`src/rtl/adder_eval_pkg.sv`:
```
// Shared types and width helpers for the approximate-adder sweep evaluator.
//   state_e : sweep controller FSM states
//   CW(n)   : width of pair/error counters (2n+1)
//   SW(n)   : width of the error-distance accumulator (3n+1)
//   EW(n)   : width of a sum or error distance (n+1)
package adder_eval_pkg;

  typedef enum logic [2:0] {
    ST_IDLE   = 3'd0,
    ST_CHECK  = 3'd1,
    ST_APPLY  = 3'd2,
    ST_SAMPLE = 3'd3,
    ST_OUT    = 3'd4,
    ST_DONE   = 3'd5
  } state_e;

  function automatic int CW(input int n);
    return 2 * n + 1;
  endfunction

  function automatic int SW(input int n);
    return 3 * n + 1;
  endfunction

  function automatic int EW(input int n);
    return n + 1;
  endfunction

endpackage

```
`src/rtl/adder_sweep_ctrl_if.sv`:
```
// Record stream carrying one evaluated operand pair per valid/ready handshake.
//   master : producer (sweep controller) drives rec_valid and the record fields
//   slave  : consumer drives rec_ready
interface adder_sweep_ctrl_if
  import adder_eval_pkg::*;
#(
  parameter int N = 8
);
  logic             rec_valid;
  logic             rec_ready;
  logic [N-1:0]     rec_a;
  logic [N-1:0]     rec_b;
  logic [EW(N)-1:0] rec_exact;
  logic [EW(N)-1:0] rec_approx;

  modport master (
    output rec_valid, rec_a, rec_b, rec_exact, rec_approx,
    input  rec_ready
  );

  modport slave (
    input  rec_valid, rec_a, rec_b, rec_exact, rec_approx,
    output rec_ready
  );
endinterface

```
`src/rtl/err_stats_acc.sv`:
```
// Error statistics accumulator for the adder sweep.
//   clk, rst            : clock, synchronous active-high reset
//   clr_i               : clears all statistics (start of a new sweep)
//   upd_i               : accumulate the pair presented on exact_i/approx_i
//   exact_i, approx_i   : exact and approximate sums (N+1 bits)
//   pair_count_o        : pairs accumulated
//   err_count_o         : pairs with a non-zero error distance
//   max_ed_o, sum_ed_o  : maximum and sum of |exact - approx|
module err_stats_acc
  import adder_eval_pkg::*;
#(
  parameter int N = 8
) (
  input  logic             clk,
  input  logic             rst,
  input  logic             clr_i,
  input  logic             upd_i,
  input  logic [EW(N)-1:0] exact_i,
  input  logic [EW(N)-1:0] approx_i,
  output logic [CW(N)-1:0] pair_count_o,
  output logic [CW(N)-1:0] err_count_o,
  output logic [EW(N)-1:0] max_ed_o,
  output logic [SW(N)-1:0] sum_ed_o
);
  localparam int EWL = EW(N);
  localparam int CWL = CW(N);
  localparam int SWL = SW(N);

  function automatic logic [EWL-1:0] abs_diff(input logic [EWL-1:0] x,
                                              input logic [EWL-1:0] y);
    return (x >= y) ? (x - y) : (y - x);
  endfunction

  logic [EWL-1:0] ed;
  logic [CWL-1:0] pair_q, pair_d;
  logic [CWL-1:0] err_q, err_d;
  logic [EWL-1:0] max_q, max_d;
  logic [SWL-1:0] sum_q, sum_d;

  always_comb begin
    ed     = abs_diff(exact_i, approx_i);
    pair_d = pair_q;
    err_d  = err_q;
    max_d  = max_q;
    sum_d  = sum_q;
    if (clr_i) begin
      pair_d = '0;
      err_d  = '0;
      max_d  = '0;
      sum_d  = '0;
    end else if (upd_i) begin
      pair_d = pair_q + CWL'(1);
      if (ed != '0) err_d = err_q + CWL'(1);
      if (ed > max_q) max_d = ed;
      sum_d = sum_q + SWL'(ed);
    end
  end

  always_ff @(posedge clk) begin
    if (rst) begin
      pair_q <= '0;
      err_q  <= '0;
      max_q  <= '0;
      sum_q  <= '0;
    end else begin
      pair_q <= pair_d;
      err_q  <= err_d;
      max_q  <= max_d;
      sum_q  <= sum_d;
    end
  end

  assign pair_count_o = pair_q;
  assign err_count_o  = err_q;
  assign max_ed_o     = max_q;
  assign sum_ed_o     = sum_q;

endmodule

```
`src/rtl/adder_sweep_ctrl.sv`:
```
// Synthesizable sweep controller for one approximate adder under test.
// Walks (i, j) over 0..A_MAX x 0..B_MAX in row-major order, skips pairs with
// i+j >= SUM_LIMIT, drives each accepted pair to the external adder, streams
// one record per pair and accumulates error statistics.
//   clk, rst           : clock, synchronous active-high reset
//   start, abort       : begin a sweep from IDLE / return to IDLE without done
//   op_a, op_b         : registered operands to the adder under test
//   dut_sum, dut_cout  : adder result
//   rec                : record stream (valid/ready, operands, exact, approx)
//   busy, done         : sweep in progress / one-cycle completion pulse
//   pair_count, err_count, max_ed, sum_ed : error statistics
module adder_sweep_ctrl
  import adder_eval_pkg::*;
#(
  parameter int N         = 8,
  parameter int A_MAX     = 127,
  parameter int B_MAX     = 127,
  parameter int SUM_LIMIT = 255
) (
  input  logic                      clk,
  input  logic                      rst,
  input  logic                      start,
  input  logic                      abort,
  output logic [N-1:0]              op_a,
  output logic [N-1:0]              op_b,
  input  logic [N-1:0]              dut_sum,
  input  logic                      dut_cout,
  adder_sweep_ctrl_if.master        rec,
  output logic                      busy,
  output logic                      done,
  output logic [CW(N)-1:0]          pair_count,
  output logic [CW(N)-1:0]          err_count,
  output logic [EW(N)-1:0]          max_ed,
  output logic [SW(N)-1:0]          sum_ed
);
  localparam int EWL = EW(N);
  localparam logic [N-1:0]   A_LAST  = N'(A_MAX);
  localparam logic [N-1:0]   B_LAST  = N'(B_MAX);
  localparam logic [EWL-1:0] LIMIT_C = EWL'(SUM_LIMIT);

  state_e         state_q, state_d;
  logic [N-1:0]   i_q, i_d, j_q, j_d;
  logic [N-1:0]   op_a_q, op_a_d, op_b_q, op_b_d;
  logic           rec_valid_q, rec_valid_d;
  logic [N-1:0]   rec_a_q, rec_a_d, rec_b_q, rec_b_d;
  logic [EWL-1:0] rec_exact_q, rec_exact_d, rec_approx_q, rec_approx_d;

  logic [EWL-1:0] pair_sum, exact_w, approx_w;
  logic           accept, last_pair, hs;
  logic           stats_clr, stats_upd;
  state_e         step_state;
  logic [N-1:0]   step_i, step_j;

  // pair_sum is formed at N+1 bits so i+j never wraps before the compare
  assign pair_sum  = {1'b0, i_q} + {1'b0, j_q};
  assign accept    = pair_sum < LIMIT_C;
  assign last_pair = (i_q == A_LAST) && (j_q == B_LAST);
  assign exact_w   = {1'b0, op_a_q} + {1'b0, op_b_q};
  assign approx_w  = {dut_cout, dut_sum};
  assign hs        = rec_valid_q && rec.rec_ready;
  assign stats_clr = (state_q == ST_IDLE) && start && !abort;
  assign stats_upd = (state_q == ST_SAMPLE) && !abort;

  // Row-major advance shared by the skip path (CHECK) and the handshake path (OUT)
  always_comb begin
    step_state = ST_CHECK;
    step_i     = i_q;
    step_j     = j_q;
    if (last_pair) begin
      step_state = ST_DONE;
    end else if (j_q == B_LAST) begin
      step_i = i_q + N'(1);
      step_j = '0;
    end else begin
      step_j = j_q + N'(1);
    end
  end

  always_comb begin
    state_d      = state_q;
    i_d          = i_q;
    j_d          = j_q;
    op_a_d       = op_a_q;
    op_b_d       = op_b_q;
    rec_valid_d  = rec_valid_q;
    rec_a_d      = rec_a_q;
    rec_b_d      = rec_b_q;
    rec_exact_d  = rec_exact_q;
    rec_approx_d = rec_approx_q;
    if (abort) begin
      state_d     = ST_IDLE;
      rec_valid_d = 1'b0;
    end else begin
      case (state_q)
        ST_IDLE: begin
          if (start) begin
            state_d = ST_CHECK;
            i_d     = '0;
            j_d     = '0;
          end
        end
        ST_CHECK: begin
          if (accept) begin
            state_d = ST_APPLY;
          end else begin
            state_d = step_state;
            i_d     = step_i;
            j_d     = step_j;
          end
        end
        ST_APPLY: begin
          op_a_d  = i_q;
          op_b_d  = j_q;
          state_d = ST_SAMPLE;
        end
        // The adder has had a full cycle to settle on the registered operands
        ST_SAMPLE: begin
          rec_a_d      = op_a_q;
          rec_b_d      = op_b_q;
          rec_exact_d  = exact_w;
          rec_approx_d = approx_w;
          rec_valid_d  = 1'b1;
          state_d      = ST_OUT;
        end
        ST_OUT: begin
          if (hs) begin
            rec_valid_d = 1'b0;
            state_d     = step_state;
            i_d         = step_i;
            j_d         = step_j;
          end
        end
        ST_DONE: begin
          state_d = ST_IDLE;
        end
        default: begin
          state_d = ST_IDLE;
        end
      endcase
    end
  end

  always_ff @(posedge clk) begin
    if (rst) begin
      state_q      <= ST_IDLE;
      i_q          <= '0;
      j_q          <= '0;
      op_a_q       <= '0;
      op_b_q       <= '0;
      rec_valid_q  <= 1'b0;
      rec_a_q      <= '0;
      rec_b_q      <= '0;
      rec_exact_q  <= '0;
      rec_approx_q <= '0;
    end else begin
      state_q      <= state_d;
      i_q          <= i_d;
      j_q          <= j_d;
      op_a_q       <= op_a_d;
      op_b_q       <= op_b_d;
      rec_valid_q  <= rec_valid_d;
      rec_a_q      <= rec_a_d;
      rec_b_q      <= rec_b_d;
      rec_exact_q  <= rec_exact_d;
      rec_approx_q <= rec_approx_d;
    end
  end

  err_stats_acc #(.N(N)) u_stats (
    .clk          (clk),
    .rst          (rst),
    .clr_i        (stats_clr),
    .upd_i        (stats_upd),
    .exact_i      (exact_w),
    .approx_i     (approx_w),
    .pair_count_o (pair_count),
    .err_count_o  (err_count),
    .max_ed_o     (max_ed),
    .sum_ed_o     (sum_ed)
  );

  assign op_a           = op_a_q;
  assign op_b           = op_b_q;
  assign rec.rec_valid  = rec_valid_q;
  assign rec.rec_a      = rec_a_q;
  assign rec.rec_b      = rec_b_q;
  assign rec.rec_exact  = rec_exact_q;
  assign rec.rec_approx = rec_approx_q;
  assign busy           = (state_q != ST_IDLE) && (state_q != ST_DONE);
  assign done           = (state_q == ST_DONE);

endmodule

```
`src/flat_wrapper.sv`:
```
// flat-port wrapper written by rule: the top's interface ports become plain ports
module adder_sweep_ctrl_flat import adder_eval_pkg::*;
#(
  parameter int N         = 8,
  parameter int A_MAX     = 127,
  parameter int B_MAX     = 127,
  parameter int SUM_LIMIT = 255
)
  (clk, rst, start, abort, op_a, op_b, dut_sum, dut_cout, busy, done, pair_count, err_count, max_ed, sum_ed, rec_rec_valid, rec_rec_a, rec_rec_b, rec_rec_exact, rec_rec_approx, rec_rec_ready);
  adder_sweep_ctrl_if #(.N(N)) rec_i ();
  input  logic clk;
  input  logic rst;
  input  logic start;
  input  logic abort;
  output logic [N-1:0] op_a;
  output logic [N-1:0] op_b;
  input  logic [N-1:0] dut_sum;
  input  logic dut_cout;
  output logic busy;
  output logic done;
  output logic [CW(N)-1:0] pair_count;
  output logic [CW(N)-1:0] err_count;
  output logic [EW(N)-1:0] max_ed;
  output logic [SW(N)-1:0] sum_ed;
  output wire logic [$bits(rec_i.rec_valid)-1:0] rec_rec_valid;
  output wire logic [$bits(rec_i.rec_a)-1:0] rec_rec_a;
  output wire logic [$bits(rec_i.rec_b)-1:0] rec_rec_b;
  output wire logic [$bits(rec_i.rec_exact)-1:0] rec_rec_exact;
  output wire logic [$bits(rec_i.rec_approx)-1:0] rec_rec_approx;
  input wire logic [$bits(rec_i.rec_ready)-1:0] rec_rec_ready;
  assign rec_rec_valid = rec_i.rec_valid;
  assign rec_rec_a = rec_i.rec_a;
  assign rec_rec_b = rec_i.rec_b;
  assign rec_rec_exact = rec_i.rec_exact;
  assign rec_rec_approx = rec_i.rec_approx;
  assign rec_i.rec_ready = rec_rec_ready;
  adder_sweep_ctrl #(.N(N), .A_MAX(A_MAX), .B_MAX(B_MAX), .SUM_LIMIT(SUM_LIMIT)) u_core (.clk(clk), .rst(rst), .start(start), .abort(abort), .op_a(op_a), .op_b(op_b), .dut_sum(dut_sum), .dut_cout(dut_cout), .rec(rec_i), .busy(busy), .done(done), .pair_count(pair_count), .err_count(err_count), .max_ed(max_ed), .sum_ed(sum_ed));
endmodule
```
`config.mk`:
```
export PLATFORM = sky130hd
export DESIGN_NAME = adder_sweep_ctrl_flat
export DESIGN_NICKNAME = d
export VERILOG_FILES = /design/src/rtl/adder_eval_pkg.sv /design/src/rtl/adder_sweep_ctrl_if.sv /design/src/rtl/err_stats_acc.sv /design/src/rtl/adder_sweep_ctrl.sv /design/src/flat_wrapper.sv
export SDC_FILE = /design/constraint.sdc
export NUM_CORES = 1
export LEC_CHECK = 0
export CAP_MARGIN = 20
export CORE_ASPECT_RATIO = 1.25
export CORE_MARGIN = 8
export CORE_UTILIZATION = 54
export CTS_CLUSTER_DIAMETER = 80
export DETAILED_ROUTE_END_ITERATION = 10
export GPL_TIMING_DRIVEN = 0
export PLACE_DENSITY = 0.81
export REMOVE_ABC_BUFFERS = 1
export SLEW_MARGIN = 20
export SYNTH_ARGS = -nofsm -noshare
export SYNTH_HDL_FRONTEND = slang
export SYNTH_SLANG_ARGS = --single-unit
```
`constraint.sdc`:
```
create_clock -name clk -period 7.24 [get_ports clk]
set_input_delay 1.448 -clock clk [delete_from_list [all_inputs] [get_ports clk]]
set_output_delay 1.448 -clock clk [all_outputs]
set_load 0.005 [all_outputs]
```
---- Yosys cells after proc, flatten, opt, wreduce, memory -nomap -nowiden ----
Cells that the tools add are included.
word-level totals
  flip-flop bits (word level) ............. 138
  bits of input ports ..................... 14
  output and inout port bits .............. 121
  word-level logic and storage cells ...... 78
operators by class
  $add $sub $neg .......................... 9
  order comparisons ....................... 3
  eq/ne operators ......................... 11
  mux-type cells .......................... 19
  bitwise operators ....................... 1
  reduce and logical (&&, ||, !) cells .... 21
operators by type and width
  operator                                                     count
  2-to-1 mux 8 bit                                             9
  one-hot mux 8 bit (3 select lines)                           2
  adder 17 x 1 -> 17 bit (second input constant)               2
  adder 25 x 9 -> 25 bit                                       1
  adder 8 x 8 -> 9 bit                                         2
  subtractor 9 bit                                             2
  adder 8 x 1 -> 8 bit (second input constant)                 2
  == test 8 x 7 -> 1 bit (second input constant)               2
  one-hot mux 3 bit (5 select lines)                           1
  2-to-1 mux 3 bit                                             4
  AND reduction 2 bit                                          6
  >= comparator 9 bit                                          1
  > comparator 9 bit                                           1
  less-than comparator 9 x 8 -> 1 bit (second input constant)  1
  2-to-1 mux 9 bit                                             1
  nonzero test 9 bit                                           1
  == test 3 x 2 -> 1 bit (second input constant)               2
  == test 3 bit (second input constant)                        2
  logical AND 1 bit                                            6
  nonzero test 3 bit                                           2
  AND reduction 5 bit                                          1
  inequality test 2 bit (second input constant)                2
  OR reduction 2 bit                                           2
  == test 3 x 1 -> 1 bit (second input constant)               1
  other kinds (8)                                              8

---- Depth between registers and ports, before layout ----
  word-level depth ........................ 5
  depth in mapped cells ................... 27
  gate-level depth less buffers ........... 26

---- Modules after synthesis ----
Synthesis repeated with hierarchy kept, for this count alone.
second synthesis, totals
  cells, all modules ...................... 998
  area total of the unflattened synthesis .. 7,952.6 um^2
by module, submodules not included
  module            instances  cells an instance  area each (um^2)  seq. area each (um^2)
  err_stats_acc     1          537                4,365.4           1,361.3
  adder_sweep_ctrl  1          461                3,587.2           1,401.3

---- Least setup slack after synthesis ----
No wires, ideal clock.
  kind .................................... reg-to-reg
  from .................................... reg u_core.op_a_q[0] (netlist: u_core.op_a[0])
  to ...................................... reg u_core.u_stats.sum_q[18] (netlist: u_core.u_stats.sum_ed_o[18])
  setup time .............................. 0.128 ns
  data arrival time ....................... 5.133 ns
  required time ........................... 7.112 ns
  path slack .............................. 1.980 ns
  stages on the path, launching flop included .. 28
  buffers on the path ..................... 2
  clock period less this slack ............ 5.260 ns
  cells stage by stage .................... dfxtp_1 -> ha_1 -> fa_1 -> a21oi_1 -> nor2_1 -> nor2_1 -> o21bai_1 -> a21oi_1 -> xnor2_1 -> ha_1 -> buf_6 -> a211oi_2 -> nor2_1 -> or3_4 -> buf_6 -> o21ai_0 -> and2_1 -> inv_1 -> fa_1 -> nand3b_1 -> a21oi_1 -> o21ai_0 -> a21boi_0 -> o21ai_0 -> a21boi_1 -> o2111ai_1 -> xor2_1 -> nor2_1
between the ends
  word-level cells in the longest chain between the ends .. 4
  elaborated cells between the ends (all ways) .. 6
  classes of those cells .................. add/sub (4); order compare (1); mux (1)
RTL lines
  element                   RTL line                 text
  from (decl)               adder_sweep_ctrl.sv:43   logic [N-1:0] op_a_q, op_a_d, op_b_q, op_b_d;
  from (signal assigned)    adder_sweep_ctrl.sv:159  op_a_q <= op_a_d;
  adder 8 x 8 -> 9 bit      adder_sweep_ctrl.sv:58   assign exact_w = {1'b0, op_a_q} + {1'b0, op_b_q};
  via u_core.exact_w[6]     adder_sweep_ctrl.sv:48   logic [EWL-1:0] pair_sum, exact_w, approx_w;
  >= comparator 9 bit       err_stats_acc.sv:31      return (x >= y) ? (x - y) : (y - x);
  2-to-1 mux 9 bit          err_stats_acc.sv:31
  via u_core.u_stats.ed[1]  err_stats_acc.sv:34      logic [EWL-1:0] ed;
  adder 25 x 9 -> 25 bit    err_stats_acc.sv:55      sum_d = sum_q + SWL'(ed);
  to (signal assigned)      err_stats_acc.sv:69      sum_q <= sum_d;
  to (decl)                 err_stats_acc.sv:38      logic [SWL-1:0] sum_q, sum_d;
The timed path passes the listed nets, and every way through them passes these cells.
A chain may end at the register's enable or synchronous reset.

---- Final worst setup path ----
  from .................................... reg u_core.op_a_q[1] (netlist: u_core.op_a[1])
  to ...................................... reg u_core.u_stats.sum_q[24] (netlist: u_core.u_stats.sum_ed_o[24])
Same word-level chain as after synthesis.

==> impl_results.md <==
* Slew HR at roughly 22%
* CTS buffer count at 17
* Fin crit share at 84.77%
* Max H-tree Level at 4
* Fillers at 1216
* Synth Cell Area at about 7900 µm²
* Routed Antenna Nets at 0
* Buffers added on ports at 134
* Setup Fix Bufs, Post-CTS at 0
* FF/Latch Area at approximately 2800 µm²
* Post-synthesis average cell area at ~7.9 µm²
* CP Cell Sequence: ha_1 > a21o_1 > a21oi_1 > o21bai_1 > a21oi_1 > o21bai_1 > a21oi_1 > xnor2_1 > ha_1 > o21ai_0 > nor2_1 > nor3_2 > a22oi_1 > nor3_1 > ha_1 > nand3b_1 > a21oi_1 > o21ai_0 > a21boi_0 > o21ai_0 > a21boi_1 > o2111ai_1 > xor2_1 > nor2_1
* Most frequent CP cell: a21oi_1
* DIE HEIGHT at about 150 µm
* Max-slew violation count at 0
* Leakage at 0.003540 µW
* Routed via count at ~7600
* Total gr overflow at 0
* EDFF count, synth at 0
* Post-synthesis async set-or-reset flop share at 0%
* Category of the most critical setup path: reg2reg
* Nets@finish at 1181
* Worst path max stage delay at between 0.6 and 0.7 ns
* CP Data Arrival Time at ~6.4 ns
* Antenna diodes at 0
* Status: finished clean
* Unrepaired setup endpoints after global routing: false
* I/O pin count at 135
* Clock-pin slew on the worst setup and hold paths at roughly 0.060 ns
* Hold Buf Count CTS at 0
* Clock Skew at 0.006122 ns
* Endpoints failing setup at 0
* Critical Path RT at between 7 and 8 ns
* WL final at between 20000 and 25000 µm
* Post-layout min period at a little over 6 ns
* Slew @ Worst Pin at 1.168 ns
* Gate count after technology mapping at slightly below 1000
* CTS tree: built
* Cell row count at slightly below 50
* CTS resizes at 0
* PD cells at between 150 and 200 nW/µm²
* Sequential share of the synthesized area at between 30% and 40%
* Die W at 124.0 µm
* Root Buffer Master: clkbuf_16
* Initial core utilization at a little over half
* DP Worst Slack at about 1.1 ns
* Max VDD drop at ~130 µV
* Initial antenna violation count at 0
* Worst-path fanout max at 10
* Clock Latency Late Sink at approximately 0.43 ns
* Max Buffers Root-to-Sink at 2
* DRT iter0 DRCs at about 470
* RePlAce Congestion at just over 0.9
* Hold Path Class: reg2reg
* Synth cell types at 64
* DRT Pass-1 Iters at 5
* Largest net degree at the start of global routing at between 60 and 70
* Crit-path slowest cell: nor3_1
* Final Worst Setup Slack at 1.103 ns
* Vias per std cell at between 5 and 6
* Max-cap violations at 0
* Global-route wire length before repair at around 34000 µm
* CTS Sinks at 138
* Wire per inst at between 15 and 20 µm
* Synth-to-Final Area Change at 25.25%
* Setup TNS Final at 0 ns
* Area of the multi-input gates at about 4700 µm²
* Vias in the first global route at approximately 7200
* Layout cell share with drive strength beyond 1 at a little over 5%
* Placeable Area at 14350 µm²
* Endpoint class of the critical path: flop
* Fmax at around 160 MHz
* Final Hold Viols at 0
* DRC viols at 0
* Synth Register Bits at ~140
* GRT Total Usage at 22.74%
* Setup crit start kind: flop
* Synth warn at 0
* Die area at between 15000 and 20000 µm²
* DPL Wire Length at between 15000 and 20000 µm
* Ys flop type: dfxtp_1
==> kinds of logic after synthesis <==
| kind of cell | Yosys count | share of synthesized area [%] |
|---|---|---|
| adders and majority gates | 62 | 10.32 |
| xor gates and xnor gates | 42 | 4.669 |
| DFF | 138 | 35.06 |
| muxes | 10 | 1.302 |
| AOI/OAI and AO/OA | 249 | 19.25 |
| buffers and inverters | 100 | 5.177 |
| and+or+nand+nor | 394 | 24.22 |
==> state kept, by name (all words and copies together) (netlist names), 9 cells and up <==
| register | count |
|---|---|
| u_core.u_stats.sum_ed_o | 25 |
| u_core.u_stats.err_count_o | 17 |
| u_core.u_stats.pair_count_o | 17 |
| u_core.rec.rec_approx | 9 |
| u_core.rec.rec_exact | 9 |
| u_core.u_stats.max_ed_o | 9 |
==> power by group <==
| group | total (µW) | switching (µW) | internal, µW |
|---|---|---|---|
| Combinational | 109 | 70.5 | 38.4 |
| Clock | 811 | 317 | 494 |
| Sequential | 763 | 1.98 | 761 |
==> path summary, 6_finish.rpt <==
check                                        startpoint                          end  slack (ns)  depth (start not counted)
worst max register to register           u_core.op_a[1]  u_core.u_stats.sum_ed_o[24]        1.10                         24
worst max-delay path                     u_core.op_a[1]  u_core.u_stats.sum_ed_o[24]        1.10                         24
worst min-delay path            u_core.rec.rec_exact[0]      u_core.rec.rec_exact[0]        0.45                          2
worst min register to register  u_core.rec.rec_exact[0]      u_core.rec.rec_exact[0]        0.45                          2
==> area by class of cell <==
| class | count | share of cell area (%) |
|---|---|---|
| inverters | 54 | 2.054 |
| clock buffers | 23 | 4.843 |
| repair buffers | 137 | 14.16 |
| clock inverters | 8 | 0.7100 |
| multi-input cells | 757 | 47.98 |
| flip-flops and latches | 138 | 28.00 |
| well taps | 178 | 2.257 |
==> cells in the final DEF, fill, tap and decap left out, drive strengths merged, types with 15 or more instances in the layout <==
cell type / Yosys / routed
a21oi: 116 / 116
nand2: 164 / 164
xor2: 23 / 23
a211oi: 15 / 15
nor2: 75 / 75
ha: 57 / 57
o21ai: 43 / 43
nand3: 27 / 27
clkbuf: 34 / 23
nor3: 24 / 24
inv: 54 / 54
dfxtp: 138 / 138
clkdlybuf4s50: 0 / 133
xnor2: 19 / 19
==> per-layer routing <==
layer | track usage, % | wire, µm | vias to the layer above | share of wire (%)
li1 | - | - | 3720 | -
met1 | 24.66 | 8351 | 3563 | 39
met2 | 40.95 | 11010 | 208 | 52
met3 | 4.439 | 1033 | 61 | 4.9
met4 | 11.21 | 796 | 0 | 3.8
met5 | 0 | 0 | - | 0
==> critical path: cells and delay by family, from the launching register on <==
family,cells,cell delay [ns]
AND/OR/NAND/NOR,5,1.40
XOR/XNOR,2,0.39
AO/OA/AOI/OAI,14,2.81
flip-flops,1,0.44
adder cells (fa/ha/maj),3,0.93
==> synthesized netlist by cell type, types with 19 or more instances <==
library cell | count | area [µm²]
clkbuf_1 | 34 | 127.6
inv_1 | 54 | 202.7
xor2_1 | 23 | 201.4
nor2_1 | 75 | 281.5
xnor2_1 | 19 | 166.4
a21oi_1 | 116 | 580.6
o21ai_0 | 39 | 195.2
nand3_1 | 27 | 135.1
ha_1 | 57 | 713.2
nand2_1 | 164 | 615.6
dfxtp_1 | 138 | 2763
nor3_1 | 22 | 110.1
==> per-stage QoR <==
stage / hold WS [ns] / instances / cell area [µm²] / power [µW] / utilization (%)
2_1_floorplan: 0.4467 / 949 / 7674 / 842.4 / -
3_3_place_gp: 0.4415 / 1261 / 9238 / 880.4 / 64.39
3_5_place_dp: 0.4457 / 1264 / 9320 / 885.2 / 64.97
4_1_cts: 0.4533 / 1295 / 9868 / 1693 / 68.79
5_1_grt: 0.4720 / 1295 / 9868 / 1736 / 68.79
6_report: 0.4534 / 1295 / 9868 / 1682 / 68.79
Power figures use the tool's default switching activity.
